$ cat src/rtl/lockstep_miter_cmp.sv
// Lockstep comparator for dual-instance miter harnesses: delays copy A by LAG cycles,
// compares it against copy B under a bit mask, and tracks the first failure and mismatch count.
module lockstep_miter_cmp #(
  parameter int NCH        = 4,
  parameter int W          = 128,
  parameter int LAG        = 2,
  parameter int ARM_CYCLES = 4,
  parameter int CNT_W      = 16
) (
  input  logic                     clk,
  input  logic                     rst,
  input  logic                     en,
  input  logic                     clear,
  input  logic [NCH*W-1:0]         ch_a,
  input  logic [NCH*W-1:0]         ch_b,
  input  logic [NCH*W-1:0]         ch_mask,
  output logic [NCH-1:0]           mismatch_ch_o,
  output logic                     mismatch_o,
  output logic                     fail_o,
  output logic [$clog2(NCH)-1:0]   first_ch_o,
  output logic [CNT_W-1:0]         first_cyc_o,
  output logic [CNT_W-1:0]         mis_cnt_o,
  output logic [1:0]               state_o
);

  localparam int FW = $clog2(NCH);
  localparam int AW = $clog2(LAG + ARM_CYCLES + 1);
  localparam logic [AW-1:0] ARM_LOAD = AW'(LAG + ARM_CYCLES - 1);

  typedef enum logic [1:0] {
    IDLE  = 2'd0,
    ARM   = 2'd1,
    CHECK = 2'd2,
    FAIL  = 2'd3
  } state_t;

  state_t            state_r;
  logic [AW-1:0]     arm_cnt_r;
  logic [CNT_W-1:0]  chk_cnt_r;
  logic              tail_v_s;
  logic [NCH*W-1:0]  tail_d_s;
  logic [NCH-1:0]    cmp_s;
  logic              in_chk_s;

  function automatic logic [FW-1:0] lowest_idx(input logic [NCH-1:0] v);
    lowest_idx = '0;
    for (int i = NCH - 1; i >= 0; i--) begin
      if (v[i]) begin
        lowest_idx = FW'(i);
      end
    end
  endfunction

  generate
    if (LAG == 0) begin : g_direct
      assign tail_v_s = en;
      assign tail_d_s = ch_a;
    end else begin : g_delay
      logic [LAG-1:0]   v_r;
      logic [NCH*W-1:0] d_r [LAG];

      // Copy-A delay line; valid bits are flushed whenever checking is disabled or cleared.
      always_ff @(posedge clk) begin
        if (rst) begin
          v_r <= '0;
          for (int i = 0; i < LAG; i++) begin
            d_r[i] <= '0;
          end
        end else begin
          if (clear || !en) begin
            v_r <= '0;
          end else begin
            v_r[0] <= 1'b1;
            for (int i = 1; i < LAG; i++) begin
              v_r[i] <= v_r[i-1];
            end
          end
          d_r[0] <= ch_a;
          for (int i = 1; i < LAG; i++) begin
            d_r[i] <= d_r[i-1];
          end
        end
      end

      assign tail_v_s = v_r[LAG-1];
      assign tail_d_s = d_r[LAG-1];
    end
  endgenerate

  // Per-channel masked compare; a zero mask bit forces that bit's difference to zero.
  always_comb begin
    cmp_s = '0;
    for (int i = 0; i < NCH; i++) begin
      cmp_s[i] = tail_v_s & (|((tail_d_s[i*W +: W] ^ ch_b[i*W +: W]) & ch_mask[i*W +: W]));
    end
  end

  assign in_chk_s = (state_r == CHECK) || (state_r == FAIL);
  assign state_o  = state_r;

  // Control FSM with mismatch flags, saturating counters and first-failure capture.
  always_ff @(posedge clk) begin
    if (rst || clear) begin
      state_r       <= IDLE;
      arm_cnt_r     <= '0;
      chk_cnt_r     <= '0;
      mismatch_ch_o <= '0;
      mismatch_o    <= 1'b0;
      fail_o        <= 1'b0;
      first_ch_o    <= '0;
      first_cyc_o   <= '0;
      mis_cnt_o     <= '0;
    end else begin
      mismatch_ch_o <= in_chk_s ? cmp_s : '0;
      mismatch_o    <= in_chk_s & (|cmp_s);
      if (in_chk_s && (|cmp_s) && (mis_cnt_o != {CNT_W{1'b1}})) begin
        mis_cnt_o <= mis_cnt_o + CNT_W'(1);
      end
      if (!en) begin
        // A latched failure survives en dropping; everything else restarts.
        if (state_r != FAIL) begin
          state_r   <= IDLE;
          arm_cnt_r <= '0;
          chk_cnt_r <= '0;
        end
      end else begin
        case (state_r)
          IDLE: begin
            state_r   <= ARM;
            arm_cnt_r <= ARM_LOAD;
          end
          ARM: begin
            if (arm_cnt_r <= AW'(1)) begin
              state_r   <= CHECK;
              arm_cnt_r <= '0;
              chk_cnt_r <= '0;
            end else begin
              arm_cnt_r <= arm_cnt_r - AW'(1);
            end
          end
          CHECK: begin
            if (chk_cnt_r != {CNT_W{1'b1}}) begin
              chk_cnt_r <= chk_cnt_r + CNT_W'(1);
            end
            if (|cmp_s) begin
              state_r     <= FAIL;
              fail_o      <= 1'b1;
              first_ch_o  <= lowest_idx(cmp_s);
              first_cyc_o <= chk_cnt_r;
            end
          end
          FAIL: begin
            fail_o <= 1'b1;
          end
          default: begin
            state_r <= IDLE;
          end
        endcase
      end
    end
  end

endmodule

$ cat config.mk
export PLATFORM = sky130hd
export DESIGN_NAME = lockstep_miter_cmp
export DESIGN_NICKNAME = d
export VERILOG_FILES = /design/src/rtl/lockstep_miter_cmp.sv
export SDC_FILE = /design/constraint.sdc
export NUM_CORES = 2
export LEC_CHECK = 0
export BUFFER_PORTS_ARGS = -buffer_cell sky130_fd_sc_hd__buf_2
export CORE_AREA = 2 2 610 612
export CTS_CLUSTER_DIAMETER = 60
export DETAILED_ROUTE_END_ITERATION = 6
export DIE_AREA = 0 0 612 614
export PLACE_DENSITY_LB_ADDON = 0.25
export SKIP_CTS_REPAIR_TIMING = 1
export SYNTH_ARGS = -nofsm -noshare
export SYNTH_HDL_FRONTEND = slang
export SYNTH_SLANG_ARGS = --single-unit
$ cat constraint.sdc
create_clock -name clk -period 7.8 [get_ports clk]
set_input_delay 0.39 -clock clk [delete_from_list [all_inputs] [get_ports clk]]
set_output_delay 0.39 -clock clk [all_outputs]
set_load 0.02 [all_outputs]
## Word-level counts from Yosys, hierarchy flattened

Memory sizes are Yosys's and may differ from the RTL's.
Cells that the tools add are included.

- $add $sub $neg: 3
- $lt $le $gt $ge: 1
- Equality and inequality tests: 13
- Mux-type cells: 26
- Bitwise operators: 16
- Reduce and logical (&&, ||, !) cells: 21

Operators with widths:

| cell | count |
|---|---|
| $mux 512 | 2 |
| $and 128x128->128 | 4 |
| $reduce_or 128->1 | 4 |
| $xor 128x128->128 | 4 |
| $mux 16 | 4 |
| $add 16x1->16 const B | 2 |
| $ne 16x16->1 const B | 2 |
| $pmux 16 s2 | 1 |
| $mux 2 | 8 |
| $mux 3 | 3 |
| $reduce_and 4->1 | 2 |
| $ne 3x1->1 const B | 2 |
| $ne 3x2->1 const B | 2 |
| $pmux 2 s3 | 1 |
| $pmux 3 s2 | 1 |
| $reduce_and 3->1 | 2 |
| $and 1x1->1 | 5 |
| $mux 1 | 5 |
| $eq 2x2->1 const B | 2 |
| $ne 4x1->1 const B | 1 |
| $reduce_bool 2->1 | 2 |
| $reduce_or 2->1 | 2 |
| $reduce_or 4->1 | 1 |
| $le 3x1->1 const B | 1 |
| other kinds (13) | 17 |

- Register bits: 63
- Memory bits (writable): 1024
- Input bits: 1540
- Memories kept: 1

Memory list:

| memory | depth | bits a word | rd ports | clocked after Yosys merged registers in | wr ports | RTL line | RTL |
|---|---|---|---|---|---|---|---|
| g_delay.d_r | 2 | 512 | 2 | 0 | 2 | 60 | `logic [NCH*W-1:0] d_r [LAG];` |

## Longest topological paths before layout

An unclocked memory read counts as a cell.

- Depth in word-level cells: 9
- Gate-level depth with buffers: 11
- Mapped depth without buffers: 10

## Worst setup path before layout

Ideal clock, no wire load.

- Kind: input-to-reg
- From: input ch_b[424]
- To: register fail_o
- Data arrival time: 2.703 ns
- Setup slack: 4.983 ns
- Cell stages on the path: 10
- Cells stage by stage: xor2_1 > a22oi_1 > nand4_1 > or4_1 > o41a_1 > a2111oi_4 > buf_4 > buf_6 > a21oi_1 > o21a_1

- Word-level cells in the longest chain between the ends: 7

RTL lines:

| what | RTL line | RTL |
|---|---|---|
| start, declared | 15 | `input logic [NCH*W-1:0] ch_b,` |
| $xor 128x128->128 | 94 | `cmp_s[i] = tail_v_s & (\|((tail_d_s[i*W +: W] ^ ch_b[i*W +: W]) & ch_mask[i*W +: W]));` |
| $and 128x128->128 | 94 |  |
| $reduce_or 128->1 | 94 |  |
| $and 1x1->1 | 94 |  |
| $reduce_or 4->1 | 145 | `if (\|cmp_s) begin` |
| $ne 2x1->1 (no source line) | - |  |
| $reduce_and 3->1 (no source line) | - |  |
| end signal, assigned | 109 | `fail_o <= 1'b0;` |
| end signal, assigned | 147 | `fail_o <= 1'b1;` |
| end signal, assigned | 153 | `fail_o <= 1'b1;` |
| end, declared | 19 | `output logic fail_o,` |

Every way passes these cells.
A chain may end at the register's enable or synchronous reset.

==> impl_results.html <==
<table>
<tr><th>Metric</th><th>Value</th></tr>
<tr><th colspan="2">Placement</th></tr>
<tr><td>Post-DP HPWL</td><td>around 230 mm</td></tr>
<tr><td>GP Congestion</td><td>0.939</td></tr>
<tr><td>Number of input and output port buffers inserted</td><td>1581</td></tr>
<tr><td>Minimum setup slack after placement</td><td>3.11 ns</td></tr>
<tr><th colspan="2">Drt</th></tr>
<tr><td>Pre-Repair DR Iteration Count</td><td>5</td></tr>
<tr><td>Overall via count from detail_route</td><td>about 33000</td></tr>
<tr><td>DRC marker count from the first detailed-route iteration</td><td>between 1500 and 2000</td></tr>
<tr><td>Wirelength, routed</td><td>267 mm</td></tr>
<tr><td>Drc violations</td><td>0</td></tr>
<tr><td>Via-per-instance ratio</td><td>3.11</td></tr>
<tr><td>Post-detailed-route wirelength per cell</td><td>about 25 um</td></tr>
<tr><td>Post-route antenna net violation count</td><td>0</td></tr>
<tr><th colspan="2">Pwr</th></tr>
<tr><td>Leakage Power</td><td>26.4 nW</td></tr>
<tr><td>Total power density per cell area</td><td>244 mW/mm^2</td></tr>
<tr><td>Maximum ir drop on the vdd rail</td><td>0.150 mV</td></tr>
<tr><th colspan="2">CTS</th></tr>
<tr><td>Maximum level of the CTS H-tree</td><td>4</td></tr>
<tr><td>Clock Path Buffers</td><td>4</td></tr>
<tr><td>Worst-Skew Late Latency</td><td>0.85 ns</td></tr>
<tr><td>Sink Count</td><td>1087</td></tr>
<tr><td>Clock root cell</td><td>clkbuf_16</td></tr>
<tr><td>Clock-pin transition on the worst setup and hold timing paths</td><td>0.06 ns</td></tr>
<tr><td>Clock tree from TritonCTS</td><td>done</td></tr>
<tr><td>Number of buffers added by the clock tree synthesis step</td><td>around 170</td></tr>
<tr><th colspan="2">Timing</th></tr>
<tr><td>Setup slack after layout</td><td>~3.4 ns</td></tr>
<tr><td>Total of endpoints with negative setup slack in the final report</td><td>0</td></tr>
<tr><td>Accumulated negative setup slack</td><td>0 ns</td></tr>
<tr><td>Setup repair after global routing missed its margin</td><td>false</td></tr>
<tr><td>Worst relative slew slack</td><td>0.233</td></tr>
<tr><td>F_max</td><td>227 MHz</td></tr>
<tr><td>Final cycle utilization of the critical path</td><td>0.566</td></tr>
<tr><td>Final slew viol count</td><td>0</td></tr>
<tr><td>Total count of hold-check failures in the final report</td><td>0</td></tr>
<tr><td>Post-layout min period</td><td>approximately 4.4 ns</td></tr>
<tr><td>Worst-Margin Slew</td><td>1.14 ns</td></tr>
<tr><td>Final Skew</td><td>0.0635 ns</td></tr>
<tr><td>Final worst hold slack</td><td>0.292 ns</td></tr>
<tr><th colspan="2">Critical path</th></tr>
<tr><td>R2R Path End</td><td>first_cyc_o[15]</td></tr>
<tr><td>Critical setup path kind</td><td>reg2reg</td></tr>
<tr><td>Highest net fanout along the worst path</td><td>20</td></tr>
<tr><td>Cell at the slowest stage of the critical path</td><td>o41ai_2</td></tr>
<tr><td>R2R setup slack</td><td>3.39 ns</td></tr>
<tr><td>Critical Path Sink Type</td><td>flop</td></tr>
<tr><td>Startpoint of the worst-slack reg-to-reg timing path</td><td>g_delay.d_r[0][1016]</td></tr>
<tr><td>Crit start category</td><td>flop</td></tr>
<tr><td>Worst Setup EP</td><td>first_cyc_o[15]</td></tr>
<tr><td>Worst reg-to-reg path cell count</td><td>8</td></tr>
<tr><td>Arrival time at the worst endpoint</td><td>5.04 ns</td></tr>
<tr><td>Worst Setup SP</td><td>g_delay.d_r[0][1016]</td></tr>
<tr><td>Slowest stage delay, CP</td><td>0.83 ns</td></tr>
<tr><td>Data required, critical path</td><td>8.43 ns</td></tr>
<tr><td>Cell Chain, Critical Path</td><td>xor2_1 -&gt; a22oi_1 -&gt; nand4_1 -&gt; or4_1 -&gt; o41ai_2 -&gt; o2111ai_2 -&gt; nand3_1 -&gt; a21oi_1</td></tr>
<tr><th colspan="2">Finish</th></tr>
<tr><td>Most used cells in the layout excluding fill and tap cells</td><td>buf_2 (1580), dfxtp_1 (1087), nor2b_1 (1025)</td></tr>
<tr><td>Share of the core filled with cells</td><td>0.168</td></tr>
<tr><td>Most common library cell in the layout ignoring fill and taps</td><td>buf_2</td></tr>
<tr><td>Fillers</td><td>41681</td></tr>
<tr><td>Fraction of layout instances using a drive strength above 1</td><td>0.333</td></tr>
<tr><td>Area growth from synthesis to layout</td><td>66.9%</td></tr>
<tr><td>NumNets Final</td><td>just over 7000</td></tr>
<tr><td>Area occupied by multi-input gates</td><td>0.0149 sq mm</td></tr>
<tr><td>Combined flip-flop and latch cell area</td><td>0.0218 sq mm</td></tr>
<tr><th colspan="2">Logic synthesis</th></tr>
<tr><td>Number of distinct standard cells referenced by the synthesized netlist</td><td>between 40 and 50</td></tr>
<tr><td>Number of nets produced by synthesis</td><td>4899</td></tr>
<tr><td>Register area share after synthesis</td><td>0.585</td></tr>
<tr><td>Average cell area after synthesis</td><td>11.1 sq um</td></tr>
<tr><td>Async set-or-reset flop fraction in the synthesized netlist</td><td>0</td></tr>
<tr><td>Number of enable-type register cells in the synthesized netlist</td><td>0</td></tr>
<tr><td>Mapped cell area</td><td>around 0.037 sq mm</td></tr>
<tr><td>Yosys Warn Count</td><td>0</td></tr>
<tr><td>Instance count of the mapped netlist</td><td>3351</td></tr>
<tr><td>Synth area leaders</td><td>dfxtp_1 (59%), nor2b_1 (17%), xor2_1 (12%), a22oi_1 (5.2%), clkbuf_1 (1.3%)</td></tr>
<tr><td>Synth top area share</td><td>0.585</td></tr>
<tr><td>Dominant cell type by area after synthesis</td><td>dfxtp_1</td></tr>
<tr><td>Total of flip-flops plus latches after synthesis</td><td>between 1000 and 1500</td></tr>
<tr><td>Primary FF master, synth</td><td>dfxtp_1</td></tr>
<tr><th colspan="2">Hold path</th></tr>
<tr><td>Worst hold path startpoint</td><td>ch_a[62]</td></tr>
<tr><td>Hold Crit Class</td><td>in2reg</td></tr>
<tr><th colspan="2">Job</th></tr>
<tr><td>Number of maximum-capacitance constraint violations</td><td>0</td></tr>
<tr><th colspan="2">Global routing</th></tr>
<tr><td>Pin count of the biggest net entering global routing</td><td>188</td></tr>
<tr><td>Total Routing Usage GR</td><td>0.135</td></tr>
<tr><td>Global route total overflow</td><td>0</td></tr>
<tr><td>Antenna violations before repair</td><td>~230</td></tr>
<tr><td>Wire length of the first global-routing pass</td><td>between 300 and 400 mm</td></tr>
<tr><td>Vias in the first global route</td><td>32068</td></tr>
<tr><th colspan="2">Outcome</th></tr>
<tr><td>Outcome</td><td>finished, final reports clean</td></tr>
<tr><th colspan="2">Floorplan</th></tr>
<tr><td>Rows</td><td>224</td></tr>
<tr><td>Number of ports placed on the die boundary</td><td>approximately 1600</td></tr>
<tr><td>Die Ht</td><td>between 600 and 700 um</td></tr>
<tr><td>Horizontal die dimension</td><td>612 um</td></tr>
<tr><td>Initial standard-cell utilization of the core</td><td>0.100</td></tr>
<tr><td>Area of the die</td><td>0.376 sq mm</td></tr>
<tr><td>Placeable core region</td><td>0.370 sq mm</td></tr>
</table>
==> how the worst min path moves through the flow <==
stage	slack [ns]	end	cells past startpoint
after floorplan	0.41	g_delay.d_r[0][1000]	1
after global placement	0.42	g_delay.d_r[0][812]	1
after detailed placement	0.42	g_delay.d_r[0][802]	1
after CTS	-0.39	g_delay.d_r[0][367]	2
after global routing	0.21	g_delay.d_r[0][52]	3
final	0.29	g_delay.d_r[0][62]	3
==> power by group <==
group | internal (mW) | total [mW] | switching [mW]
clock network | 4.66 | 7.68 | 3.03
logic | 0.752 | 1.56 | 0.805
registers | 5.80 | 5.90 | 0.0967
total | 11.2 | 15.1 | 3.93
==> per-layer routing <==
layer / track usage / routed length (um)
met1: 0.144 / 99300
met2: 0.243 / 134000
met3: 0.0521 / 23600
met4: 0.0394 / 9810
met5: 0.000258 / 748
==> synthesized netlist by cell type (all sizes together) (2+ instances only) <==
library cell / instances
nor2: 29
mux2i: 4
nand2: 18
xnor2: 3
buf: 8
a22oi: 256
nand4: 74
clkbuf: 128
or4: 24
a31o: 2
a21oi: 39
nor4: 4
o31ai: 12
and4: 7
dfxtp: 1087
o41a: 3
xor2: 523
o21ai: 29
and2: 3
nand3: 25
ha: 8
inv: 7
nor2b: 1027
and3: 6
nand2b: 2
a31oi: 3
or3: 3
o41ai: 3
nor3: 2
or2: 3
==> per-stage QoR <==
| stage | instance area, sq um | std cells | power [mW] |
|---|---|---|---|
| after floorplan | 37200 | 3351 | 6.46 |
| after global placement | 51000 | 9783 | 7.36 |
| after detailed placement | 51000 | 9783 | 7.37 |
| after CTS | 56600 | 10066 | 15.2 |
| after global routing | 62000 | 10641 | 15.8 |
| final | 62100 | 10671 | 15.1 |
==> sequential cells by signal, indices dropped and copies added, names as in the netlist <==
register / cells
arm_cnt_r: 3
chk_cnt_r: 16
fail_o: 1
first_ch_o: 2
first_cyc_o: 16
g_delay.d_r: 1024
g_delay.v_r: 2
mis_cnt_o: 16
mismatch_ch_o: 4
mismatch_o: 1
state_o: 2
==> cell families (layout without fill, tap and decap cells) <==
family,Yosys count,in the layout,synth area share
flip-flops,1087,1087,0.585
multiplexers,4,4,0.00108
AO/OA/AOI/OAI,354,354,0.0680
AND/OR/NAND/NOR,1229,1229,0.204
adder cells (fa/ha/maj),8,8,0.00269
buffers and inverters,143,2416,0.0151
other,0,75,0
XOR/XNOR,526,526,0.124
==> worst max-delay path: cells and delay by family (launching register included) <==
kind	cells	cell delay (ns)
simple gates	3	1.39
flops	1	0.30
xor+xnor	1	0.22
compound gates	4	2.26
==> area by class of cell <==
cell class	count	area share
inverter	7	0.000423
multi-input combinational	2121	0.240
timing repair buffer	2126	0.216
clock inverter	73	0.0163
tap	4972	0.100
sequential	1087	0.351
antenna	75	0.00302
clock buffer	210	0.0735
(Power assumes the default switching activity.)
